--- src/rtl/ro_meas_pkg.sv ---
// Shared types and default parameters for the ring-oscillator measurement controller.
package ro_meas_pkg;

    localparam int DEF_CNT_W         = 64;
    localparam int DEF_WIN_W         = 32;
    localparam int DEF_SEQ_W         = 16;
    localparam int DEF_CLEAR_CYCLES  = 4;
    localparam int DEF_SETTLE_CYCLES = 8;

    typedef enum logic [2:0] {
        ST_IDLE,
        ST_CLEAR,
        ST_RUN,
        ST_SETTLE,
        ST_CAPTURE
    } ro_state_e;

endpackage

--- src/rtl/ro_meas_timer.sv ---
// Loadable down-counter; done is high once the count has reached zero.
// Loading N-1 on a state entry gives exactly N cycles in that state.
module ro_meas_timer #(
    parameter int WIN_W = 32
) (
    input  logic             clk,
    input  logic             reset,
    input  logic             load,
    input  logic [WIN_W-1:0] load_val,
    output logic             done
);

    logic [WIN_W-1:0] cnt_q;
    logic [WIN_W-1:0] cnt_d;

    // next count: load wins, otherwise count down and hold at zero
    always_comb begin
        cnt_d = cnt_q;
        if (load) begin
            cnt_d = load_val;
        end else if (cnt_q != '0) begin
            cnt_d = cnt_q - 1'b1;
        end
    end

    // count register
    always_ff @(posedge clk or posedge reset) begin
        if (reset) begin
            cnt_q <= '0;
        end else begin
            cnt_q <= cnt_d;
        end
    end

    assign done = (cnt_q == '0);

endmodule

--- src/rtl/ro_measure_ctrl.sv ---
// Ring-oscillator measurement sequencer: clear counter, enable oscillator for a
// window, let it settle, capture the count into a valid/ready output slot.
//
// state   | meaning
// IDLE    | counter held in reset, waiting for start
// CLEAR   | counter held in reset for CLEAR_CYCLES
// RUN     | oscillator enabled for max(window,1) cycles
// SETTLE  | oscillator stopped, waiting for the count to freeze
// CAPTURE | load count into the output slot (waits while the slot is full)
module ro_measure_ctrl
    import ro_meas_pkg::*;
#(
    parameter int CNT_W         = DEF_CNT_W,
    parameter int WIN_W         = DEF_WIN_W,
    parameter int CLEAR_CYCLES  = DEF_CLEAR_CYCLES,
    parameter int SETTLE_CYCLES = DEF_SETTLE_CYCLES,
    parameter int SEQ_W         = DEF_SEQ_W
) (
    input  logic             clk,
    input  logic             reset,
    input  logic             start,
    input  logic             continuous,
    input  logic [WIN_W-1:0] window_len,
    input  logic [CNT_W-1:0] cnt_val,
    output logic             ro_enable,
    output logic             cnt_reset,
    output logic             busy,
    output logic [CNT_W-1:0] sample_data,
    output logic [SEQ_W-1:0] sample_seq,
    output logic             sample_valid,
    input  logic             sample_ready,
    output logic             stalled
);

    ro_state_e        state_q,     state_d;
    logic [WIN_W-1:0] win_q,       win_d;
    logic [SEQ_W-1:0] seq_q,       seq_d;
    logic [CNT_W-1:0] s_data_q,    s_data_d;
    logic [SEQ_W-1:0] s_seq_q,     s_seq_d;
    logic             s_valid_q,   s_valid_d;
    logic             stalled_q,   stalled_d;
    logic             ro_enable_q, ro_enable_d;
    logic             cnt_reset_q, cnt_reset_d;
    logic             busy_q,      busy_d;

    logic             tmr_load;
    logic [WIN_W-1:0] tmr_val;
    logic             tmr_done;

    ro_meas_timer #(.WIN_W(WIN_W)) u_timer (
        .clk      (clk),
        .reset    (reset),
        .load     (tmr_load),
        .load_val (tmr_val),
        .done     (tmr_done)
    );

    // next state, timer loads, output slot and registered-output targets
    always_comb begin
        state_d   = state_q;
        win_d     = win_q;
        seq_d     = seq_q;
        s_data_d  = s_data_q;
        s_seq_d   = s_seq_q;
        s_valid_d = s_valid_q;
        stalled_d = stalled_q;
        tmr_load  = 1'b0;
        tmr_val   = '0;

        if (s_valid_q && sample_ready) begin
            s_valid_d = 1'b0;
        end

        case (state_q)
            ST_IDLE: begin
                if (start) begin
                    win_d     = window_len;
                    stalled_d = 1'b0;
                    state_d   = ST_CLEAR;
                    tmr_load  = 1'b1;
                    tmr_val   = WIN_W'(CLEAR_CYCLES - 1);
                end
            end
            ST_CLEAR: begin
                if (tmr_done) begin
                    state_d  = ST_RUN;
                    tmr_load = 1'b1;
                    // a zero window still gets one enable cycle
                    tmr_val  = (win_q == '0) ? '0 : win_q - 1'b1;
                end
            end
            ST_RUN: begin
                if (tmr_done) begin
                    state_d  = ST_SETTLE;
                    tmr_load = 1'b1;
                    tmr_val  = WIN_W'(SETTLE_CYCLES - 1);
                end
            end
            ST_SETTLE: begin
                if (tmr_done) begin
                    state_d = ST_CAPTURE;
                end
            end
            ST_CAPTURE: begin
                if (!s_valid_q || sample_ready) begin
                    s_data_d  = cnt_val;
                    s_seq_d   = seq_q;
                    s_valid_d = 1'b1;
                    seq_d     = seq_q + 1'b1;
                    if (continuous) begin
                        win_d    = window_len;
                        state_d  = ST_CLEAR;
                        tmr_load = 1'b1;
                        tmr_val  = WIN_W'(CLEAR_CYCLES - 1);
                    end else begin
                        state_d = ST_IDLE;
                    end
                end else begin
                    stalled_d = 1'b1;
                end
            end
            default: begin
                state_d = ST_IDLE;
            end
        endcase

        ro_enable_d = (state_d == ST_RUN);
        cnt_reset_d = (state_d == ST_IDLE) || (state_d == ST_CLEAR);
        busy_d      = (state_d != ST_IDLE);
    end

    // state and output registers; reset drops ro_enable immediately
    always_ff @(posedge clk or posedge reset) begin
        if (reset) begin
            state_q     <= ST_IDLE;
            win_q       <= '0;
            seq_q       <= '0;
            s_data_q    <= '0;
            s_seq_q     <= '0;
            s_valid_q   <= 1'b0;
            stalled_q   <= 1'b0;
            ro_enable_q <= 1'b0;
            cnt_reset_q <= 1'b1;
            busy_q      <= 1'b0;
        end else begin
            state_q     <= state_d;
            win_q       <= win_d;
            seq_q       <= seq_d;
            s_data_q    <= s_data_d;
            s_seq_q     <= s_seq_d;
            s_valid_q   <= s_valid_d;
            stalled_q   <= stalled_d;
            ro_enable_q <= ro_enable_d;
            cnt_reset_q <= cnt_reset_d;
            busy_q      <= busy_d;
        end
    end

    assign ro_enable    = ro_enable_q;
    assign cnt_reset    = cnt_reset_q;
    assign busy         = busy_q;
    assign sample_data  = s_data_q;
    assign sample_seq   = s_seq_q;
    assign sample_valid = s_valid_q;
    assign stalled      = stalled_q;

endmodule
--- config.mk ---
export PLATFORM = sky130hd
export DESIGN_NAME = ro_measure_ctrl
export DESIGN_NICKNAME = d
export VERILOG_FILES = /design/src/rtl/ro_meas_pkg.sv /design/src/rtl/ro_meas_timer.sv /design/src/rtl/ro_measure_ctrl.sv
export SDC_FILE = /design/constraint.sdc
export NUM_CORES = 1
export LEC_CHECK = 0
export ABC_AREA = 0
export CORE_UTILIZATION = 44
export DETAILED_ROUTE_END_ITERATION = 10
export GPL_TIMING_DRIVEN = 0
export PLACE_DENSITY_LB_ADDON = 0.05
export SLEW_MARGIN = 20
export SYNTH_ARGS = -nofsm -noshare
export SYNTH_HDL_FRONTEND = slang
export SYNTH_SLANG_ARGS = --single-unit
--- constraint.sdc ---
create_clock -name clk -period 5.9 [get_ports clk]
set_clock_uncertainty 0.1 [all_clocks]
set_input_delay 1.18 -clock clk [delete_from_list [all_inputs] [get_ports clk]]
set_output_delay 1.18 -clock clk [all_outputs]
set_load 0.1 [all_outputs]
==> results.tsv, run 1 <==
stage	metric	value	unit
status	status	finished clean	
clocking	cts_tree	done	
sta	tightest_slew	1.069	ns
sta	rsz0062_at_grt	false	
yosys	ys_seq_elements	168	
routing	detail-route-antenna-nets	0	
worst_setup_path	path_cells	clkdlybuf4s50_1	
grt	grt_pass1_vias	6791	
sta	min_period	3.366	ns
routing	wl	22160	µm
final_layout	final_cell_mix	nand2_1, clkdlybuf4s50_1, dfrtp_1	
final_layout	fin_util	59.95	%
worst_setup_path	path_class	reg2out	
worst_setup_path	cp.arrival	2.09	ns
final_layout	fillers	1609	
final_layout	synthToLayoutAreaGrowth	33.38	%
worst_setup_path	critical_path.top_delay_family	buffers and inverters	
grt	grtUsageTotal	23.29	%
clocking	cts_resized	0	
grt	antenna_found_initial	0	
yosys	synth_top_family_by_area	simple AND/OR/NAND/NOR gates	
worst_setup_path	critPathBufInv	1	
final_layout	nets	1190	
placement	portBuffers	185	
yosys	synth_area_leaders	dfrtp_1, nand2_1, mux2_2	
clocking	clk_pin_slew_worst_paths	0.07	ns
yosys	synth_cells	879	
yosys	yosys.area_share.adder	0.5952	%
yosys	synth_xor_area_share	4.167	%
worst_setup_path	worst-path-stages	1	
worst_hold_path	hold_path_class	reg2reg	
worst_setup_path	slowest_delay	1.13	ns
clocking	clk_path_buf_depth	2	
power_and_ir_drop	power	4.280	mW
worst_setup_path	worst-path-max-fanout	1	
worst_setup_path	cp_slowest_cell	clkdlybuf4s50_1	
yosys	seq_area_frac_synth	50.01	%
yosys	ys.flop_type	dfrtp_1	
sta	hold_viol_final	0	
yosys	synth_nets	984	
worst_hold_path	min_path_cells	1	
yosys	synth_mux_area_share	4.673	%
clocking	ctsHoldBuffers	0	
power_and_ir_drop	p_leak	4.856	nW
yosys	synth_edf_count	0	
clocking	cts_made_buffers	17	
worst_setup_path	endpoint_kind	output pin	
placement	gp_congestion	0.8595	
worst_setup_path	ff2ff_path_depth	9	
placement	placed_area	0.01060	mm²
routing	wl_per_cell	16.63	µm
sta	report.final.slew_viol_count	0	
yosys	syn_area_per_cell	9.565	µm²
die	core-area	0.01871	mm²
clocking	cts_max_level	4	
die	row_count	50	
sta	achievable-frequency	0.2971	GHz
sta	period_share	57.05	%
power_and_ir_drop	worst_ir_drop_vdd	0.2456	mV
worst_setup_path	start_kind	flop	
yosys	yosys.area_share.simple	25.61	%
die	die_h	140.2	µm
die	fp.dieW	140.2	µm
yosys	synth_top_area_share	49.70	%
yosys	synthesis.area	0.008408	mm²
die	die-area	0.01967	mm²
grt	grt_max_degree	99	
final_layout	final_common_cell	nand2_1	
worst_setup_path	worst_ep_required_time	4.62	ns
clocking	cts.sinks	168	
die	io_pins	186	
sta	slew_headroom	28.06	%
sta	fin_tns_setup	0	ns
yosys	synth_top_cell_by_area	dfrtp_1	
clocking	clock-root-buffer	clkbuf_16	
routing	drt-pass1-iter-count	5	
routing	vias_per_cell	5.274	
grt	gr-total-overflow	0	
clocking	cts_setup_buffers	0	
run	maxCapViolations	0	
clocking	clock_latency	0.42	ns
routing	route.detailed.drc	0	
yosys	synth_compound_area_share	10.40	%
grt	grt_pass1_wl	35790	µm
routing	vias	7025	
final_layout	drive_gt1_share	12.75	%
routing	initialDrtViolationCount	338	
final_layout	num_antenna_cells	0	
yosys	synth_cell_types	62	
final_layout	design_area	0.01121	mm²
yosys	synthArstFlopShare	100.0	%
placement	hpwl	16350	µm
power_and_ir_drop	power_density	381.7	mW/mm²
die	start_util	44.95	%
sta	setup_viol	0	
yosys	ys_warn_count	0	
-- power by group --
group | switching [mW] | internal, mW
registers | 0.286 | 1.38
logic | 0.817 | 0.661
clock network | 0.508 | 0.626
total | 1.61 | 2.67
-- synthesized netlist by cell type (all sizes together) (3+ instances only) --
master  number
a21oi       29
and3         3
buf         14
clkbuf      37
dfrtp      167
ha           4
inv         12
mux2        34
nand2      261
nand3       35
nand4        9
nor2        22
nor2b        3
nor3        35
nor4        23
nor4b        5
o211ai      27
o21a        10
o21ai       13
o22ai        3
o31a        14
o31ai        5
o41ai        4
or2         10
or3         15
or4         19
xnor2       21
xor2        19
-- per-stage QoR --
| step | setup slack [ns] | hold slack, ns | cells |
|---|---|---|---|
| after floorplan | 0.07492 | 0.3415 | 879 |
| after global placement | -2.413 | 0.3567 | 1298 |
| after detailed placement | 2.166 | 0.3573 | 1300 |
| after CTS | 2.498 | 0.3718 | 1332 |
| after global routing | 2.472 | 0.3862 | 1332 |
| final | 2.534 | 0.3677 | 1332 |
-- cell type report --
class	count	area [µm²]	area share, %
well taps	234	292.8	2.611
inverters	12	52.55	0.4686
clock buffers	19	452.9	4.039
clock inverters	13	151.4	1.350
plain buffers	51	336.6	3.001
flip-flops and latches	168	4205	37.50
repair buffers	187	1891	16.86
multi-input cells	648	3832	34.17
-- metal layers --
metal  track usage, %  wire length (µm)
met5                0                 0
met4            8.039               363
met3            6.427              1476
met2            35.55             10010
met1            31.86             10300
-- final timing paths --
path                                            start                            end  slack, ns
max in group asynchronous                       reset            cnt_reset$_DFF_PP1_       3.78
worst min-delay path            seq_q[15]$_DFFE_PP0P_          seq_q[15]$_DFFE_PP0P_       0.37
worst max-delay path              cnt_reset$_DFF_PP1_                      cnt_reset       2.53
worst max register to register   win_q[0]$_DFFE_PP0P_  u_timer.cnt_q[10]$_DFFE_PP0P_       2.71
worst min register to register  seq_q[15]$_DFFE_PP0P_          seq_q[15]$_DFFE_PP0P_       0.37
min in group asynchronous                       reset    sample_data[19]$_DFFE_PP0P_       1.10
-- logic make-up after synthesis --
group | after synthesis
buf+inv | 63
simple gates | 453
flops | 168
compound gates | 116
mux | 35
xor+xnor | 40
fa+ha+maj | 4
-- sequential cells by signal, indices dropped and copies added (netlist names), 3 cells and up --
signal and cells:
sample_seq 16, state_q 3, sample_data 64, seq_q 16, u_timer.cnt_q 32, win_q 32
Power figures use the tool's default switching activity.
==> inputs of run 2 (changes only) <==
Clock period 5.9 ns to 3 ns, I/O delays scaled along.
==> run 2 against run 1 <==
Compared with the run above:
- critical path depth is 6 higher
- register-to-register slack worse by 2.6 ns
- clock-buffer cell count is 1 higher
- clock power is 87% higher
- core utilization is 0.80 points higher
- routed wire length is 0.43% higher
- sequential share of layout area is 0.50 points lower
- combinational power is 100% higher
==> results.tsv, run 2 (synthesis results as in run 1) <==
stage	metric	value	unit	change
grt	antenna_found_initial	0		unchanged
grt	grtUsageTotal	23.57	%	+0.28 points
die	die_h	140.2	µm	unchanged
die	fp.dieW	140.2	µm	unchanged
routing	wl	22250	µm	+0.43%
routing	route.detailed.drc	0		unchanged
clocking	cts_made_buffers	17		unchanged
final_layout	nets	1200		+0.84%
grt	grt_pass1_wl	36490	µm	+2.0%
sta	achievable-frequency	0.3433	GHz	
final_layout	multi_input_area	0.003877	mm²	+1.2%
die	core-area	0.01871	mm²	unchanged
sta	slew_headroom	29.78	%	+1.7 points
worst_setup_path	cp.arrival	3.11	ns	+1.02 ns
sta	setup_viol	0		unchanged
sta	rsz0062_at_grt	false		
worst_setup_path	start_kind	flop		
status	status	finished clean		
sta	period_share	97.09	%	
worst_setup_path	slowest_delay	0.58	ns	-0.55 ns
routing	vias_per_cell	5.267		-0.14%
final_layout	regArea	0.004205	mm²	unchanged
sta	fin_tns_setup	0	ns	unchanged
power_and_ir_drop	power_density	736.4	mW/mm²	+93%
clocking	ctsHoldBuffers	0		unchanged
clocking	cts.sinks	168		unchanged
final_layout	final_cell_count_no_fill	1342		+0.75%
placement	placed_area	0.01071	mm²	+0.98%
sta	hold_viol_final	0		unchanged
worst_setup_path	path_cells	or4_4 > or4_1 > buf_6 > or4_4 > buf_6 > nand2_2 > mux2_1		
grt	grt_max_degree	34		-66%
routing	drt-pass1-iter-count	4		-1
power_and_ir_drop	p_leak	4.936	nW	+1.6%
die	die-area	0.01967	mm²	unchanged
final_layout	design_area	0.01136	mm²	+1.3%
routing	initialDrtViolationCount	475		+41%
worst_setup_path	path_class	reg2reg		
final_layout	drive_gt1_share	13.90	%	+1.1 points
sta	tightest_slew	1.050	ns	-0.01928 ns
final_layout	final_common_cell	nand2_1		
routing	vias	7068		+0.61%
die	row_count	50		unchanged
power_and_ir_drop	worst_ir_drop_vdd	0.4579	mV	+86%
final_layout	synthToLayoutAreaGrowth	35.16	%	
clocking	clock-root-buffer	clkbuf_16		
placement	portBuffers	185		unchanged
worst_setup_path	worst-path-max-fanout	7		+6
clocking	cts_max_level	4		unchanged
routing	detail-route-antenna-nets	0		unchanged
worst_setup_path	worst_ep_required_time	3.20	ns	-1.42 ns
placement	gp_congestion	0.8546		-0.57%
worst_setup_path	endpoint_kind	flop		
run	maxCapViolations	0		unchanged
final_layout	num_antenna_cells	0		unchanged
power_and_ir_drop	power	8.368	mW	+96%
final_layout	largest_register_ffs	64		unchanged
placement	hpwl	16690	µm	+2.1%
worst_hold_path	hold_path_class	reg2reg		
clocking	clk_pin_slew_worst_paths	0.07	ns	about the same
final_layout	fin_util	60.76	%	+0.80 points
final_layout	fillers	1612		+0.19%
routing	wl_per_cell	16.58	µm	-0.32%
sta	report.final.slew_viol_count	0		unchanged
grt	gr-total-overflow	0		unchanged
clocking	cts_tree	done		
placement	post-place-cells	1305		+0.38%
die	io_pins	186		unchanged
worst_setup_path	cp_slowest_cell	or4_4		
clocking	clk_path_buf_depth	2		unchanged
sta	min_period	2.913	ns	
clocking	clock_latency	0.42	ns	about the same
die	start_util	44.95	%	unchanged
grt	grt_pass1_vias	6867		+1.1%
final_layout	final_cell_mix	nand2_1, clkdlybuf4s50_1, dfrtp_1		
-- run 2: per-layer routing --
metal	wire [µm]	global-route usage, %	part of all wire [%]
met1	10490	32.28	47
met2	9988	36.16	45
met3	1547	7.009	7.0
met4	223	6.825	1.0
met5	0	0	0
-- run 2: repair_timing --
item,CTS,global route
pin swaps,0,2
buffers inserted,0,6
resized for setup,3,5
endpoints found under the setup margin,26,60
-- run 2: worst max-delay path: cells and delay by family, from the launching register on --
family | cells | cell delay (ns)
AND/OR/NAND/NOR | 4 | 1.62
flip-flops | 1 | 0.44
buffers and inverters | 2 | 0.32
multiplexers | 1 | 0.31
-- run 2: worst paths after layout --
check	from	end	slack (ns)	cells after the start
max reg2reg	u_timer.cnt_q[24]$_DFFE_PP0P_	u_timer.cnt_q[0]$_DFFE_PP0P_	0.09	7
max	u_timer.cnt_q[24]$_DFFE_PP0P_	u_timer.cnt_q[0]$_DFFE_PP0P_	0.09	7
min in group asynchronous	reset	u_timer.cnt_q[29]$_DFFE_PP0P_	0.45	2
max in group asynchronous	reset	win_q[25]$_DFFE_PP0P_	1.42	5
min reg2reg	seq_q[15]$_DFFE_PP0P_	seq_q[15]$_DFFE_PP0P_	0.37	1
min	seq_q[15]$_DFFE_PP0P_	seq_q[15]$_DFFE_PP0P_	0.37	1
-- run 2: area by class of cell --
cell class                      count  area share, %
Tap cell                          234          2.576
Timing Repair Buffer              198          17.98
Clock buffer                       20          4.019
Buffer                             50          2.929
Multi-Input combinational cell    648          34.12
Clock inverter                     12         0.9468
Sequential cell                   168          37.00
Inverter                           12         0.4294
-- run 2: per-stage QoR --
| stage | worst slack [ns] | hold WS (ns) |
|---|---|---|
| final | 0.08740 | 0.3700 |
| after global routing | 0.006763 | 0.3822 |
| after CTS | 0.005053 | 0.3716 |
| after detailed placement | -0.2084 | 0.3564 |
| after global placement | -1.420 | 0.3567 |
| after floorplan | 0.1578 | 0.3415 |
-- run 2: where the power goes --
group          internal, mW  switching (mW)
sequential             2.72           0.567
combinational          1.33            1.64
clock                  1.13           0.975
==> inputs of run 3 (changes only) <==
Settings changed: CORE_ASPECT_RATIO set to 0.8, SETUP_SLACK_MARGIN set to 0.3, SKIP_LAST_GASP set to 1.
==> run 3 against run 2 <==
Compared with the run above:
- non-clock buffer count grew 31
- core utilization grew 4.1 points
- combinational power grew 17%
- largest cell class unchanged
- highest routed layer unchanged
- critical path depth grew 1
- sequential share of layout area shrank 1.8 points
- hold slack gained 0.0040 ns
- via count grew 5.2%
- largest power group is now combinational logic
==> results.tsv, run 3 (synthesis results as in run 1) <==
stage	metric	value	unit	change
power_and_ir_drop	worst_ir_drop_vdd	0.4923	mV	+7.5%
routing	wl_per_cell	16.77	µm	+1.2%
final_layout	nets	1231		+2.6%
clocking	cts.sinks	168		unchanged
routing	vias	7436		+5.2%
die	core-area	0.01844	mm²	-1.4%
clocking	clk_path_buf_depth	2		unchanged
power_and_ir_drop	power	8.931	mW	+6.7%
clocking	cts_max_level	4		unchanged
grt	grtUsageTotal	24.03	%	+0.46 points
power_and_ir_drop	p_clk_share	24.4	%	-0.8 points
sta	worst_slack	0.1732	ns	+0.08583 ns
placement	placed_area	0.01070	mm²	about the same
grt	grt_pass1_vias	6834		-0.48%
worst_setup_path	endpoint_kind	flop		
power_and_ir_drop	switchingPower	3.468	mW	+8.9%
power_and_ir_drop	p_leak	5.238	nW	+6.1%
sta	slew_headroom	31.55	%	+1.8 points
sta	setup_viol	0		unchanged
worst_setup_path	worst_ep_required_time	3.26	ns	+0.06 ns
sta	hold_viol_final	0		unchanged
sta	tightest_slew	1.024	ns	-0.02643 ns
sta	achievable-frequency	0.3538	GHz	+3.0%
clocking	ctsHoldBuffers	0		unchanged
grt	grt_pass1_wl	36670	µm	+0.49%
die	die-area	0.01967	mm²	about the same
final_layout	num_antenna_cells	0		unchanged
grt	antenna_found_initial	0		unchanged
worst_hold_path	hold_path_class	reg2reg		
final_layout	regArea	0.004208	mm²	about the same
clocking	clock-root-buffer	clkbuf_16		
run	maxCapViolations	0		unchanged
final_layout	final_common_cell	nand2_1		
power_and_ir_drop	p_int	5.464	mW	+5.4%
sta	fin_tns_setup	0	ns	unchanged
power_and_ir_drop	power_density	746.2	mW/mm²	+1.3%
worst_setup_path	start_kind	flop		
die	die_h	125.6	µm	-10%
routing	wl	23350	µm	+4.9%
worst_setup_path	reg2reg_slack	0.17	ns	+0.09 ns
power_and_ir_drop	p_sw_share	38.83	%	+0.77 points
clocking	clk_pin_slew_worst_paths	0.07	ns	about the same
routing	initialDrtViolationCount	554		+17%
routing	route.detailed.drc	0		unchanged
sta	report.final.slew_viol_count	0		unchanged
die	start_util	45.59	%	+0.64 points
power_and_ir_drop	pwr-share-comb	39.0	%	+3.5 points
sta	rsz0062_at_grt	true		
worst_setup_path	cp_slowest_cell	or4_4		
final_layout	design_area	0.01197	mm²	+5.3%
sta	min_period	2.827	ns	-0.08583 ns
final_layout	drive_gt1_share	20.54	%	+6.6 points
routing	detail-route-antenna-nets	0		unchanged
final_layout	fin_util	64.90	%	+4.1 points
placement	gp_congestion	0.8646		+1.2%
final_layout	synthToLayoutAreaGrowth	42.35	%	
worst_setup_path	slowest_delay	0.59	ns	about the same
placement	post-place-cells	1323		+1.4%
final_layout	final_cell_count_no_fill	1392		+3.7%
die	fp.dieW	156.6	µm	+12%
sta	period_share	94.23	%	-2.9 points
status	status	finished clean		
final_layout	fillers	1509		-6.4%
final_layout	multi_input_area	0.004085	mm²	+5.4%
die	io_pins	186		unchanged
routing	drt-pass1-iter-count	5		+1
worst_setup_path	path_class	reg2reg		
sta	whs	0.3740	ns	+0.004016 ns
placement	hpwl	16220	µm	-2.8%
final_layout	final_cell_mix	nand2_1, clkdlybuf4s50_1, dfrtp_1		
worst_setup_path	cp.arrival	3.09	ns	-0.02 ns
final_layout	largest_register_ffs	64		unchanged
grt	gr-total-overflow	0		unchanged
worst_setup_path	worst-path-max-fanout	7		unchanged
clocking	cts_made_buffers	17		unchanged
placement	place_ws	-0.4379	ns	-0.2295 ns
die	row_count	44		-12%
clocking	clock_latency	0.44	ns	+0.02 ns
worst_setup_path	path_cells	or4_4 > or4_4 > buf_8 > nor4b_4 > buf_12 > buf_12 > o211ai_1 > a21oi_2		
grt	grt_max_degree	34		unchanged
clocking	cts_tree	done		
power_and_ir_drop	seq_power_share	36.7	%	-2.6 points
placement	portBuffers	185		unchanged
routing	vias_per_cell	5.342		+1.4%
## run 3: changes by cell type in the layout (fill, tap and decap cells not counted), sizes merged
cell,before,now
dlygate4sd2,0,1
clkbuf,56,57
inv,18,20
clkinv,4,5
clkdlybuf4s50,185,179
buf,27,54
dlymetal6s2s,0,5
## run 3: power by group through the flow
stage	clock [mW]	sequential [mW]	combinational, mW
2_1_floorplan	0	3.55	1.86
3_3_place_gp	0	3.29	2.87
3_5_place_dp	0	3.30	2.93
4_1_cts	2.22	3.24	3.17
5_1_grt	2.32	3.36	3.74
6_report	2.18	3.28	3.48
## run 3: metal layers
layer | wire length [µm] | up-vias | GRT usage (%)
li1 | - | 3566 | -
met1 | 10830 | 3579 | 35.27
met2 | 10380 | 263 | 35.35
met3 | 1859 | 28 | 6.263
met4 | 282 | 0 | 5.767
met5 | 0 | - | 0
## run 3: worst paths after layout
| check | from | end | cells past startpoint |
|---|---|---|---|
| worst max register to register | u_timer.cnt_q[6]$_DFFE_PP0P_ | u_timer.cnt_q[17]$_DFFE_PP0P_ | 8 |
| worst min register to register | seq_q[15]$_DFFE_PP0P_ | seq_q[15]$_DFFE_PP0P_ | 1 |
| max in group asynchronous | reset | seq_q[11]$_DFFE_PP0P_ | 4 |
| worst min-delay path | seq_q[15]$_DFFE_PP0P_ | seq_q[15]$_DFFE_PP0P_ | 1 |
| min in group asynchronous | reset | sample_data[39]$_DFFE_PP0P_ | 2 |
| worst max-delay path | u_timer.cnt_q[6]$_DFFE_PP0P_ | u_timer.cnt_q[17]$_DFFE_PP0P_ | 8 |
## run 3: final cells by class
type | instances | area share, %
Buffer | 51 | 3.272
Clock buffer | 17 | 3.554
Clock inverter | 15 | 1.307
Inverter | 12 | 0.4077
Multi-Input combinational cell | 648 | 34.13
Sequential cell | 168 | 35.16
Tap cell | 253 | 2.645
Timing Repair Buffer | 228 | 19.53
## run 3: critical path, delay by kind of cell, from the launching register on
family                 cells  cell delay (ns)
buffers and inverters      3             0.48
AO/OA/AOI/OAI              2             0.31
AND/OR/NAND/NOR            3             1.46
flip-flops                 1             0.41
## run 3: what timing repair did
| action | in CTS | in global routing |
|---|---|---|
| pin swaps | 7 | 33 |
| resized for setup | 26 | 64 |
| gates cloned | 0 | 5 |
| setup endpoints to repair | 78 | 94 |
| setup buffers | 19 | 13 |
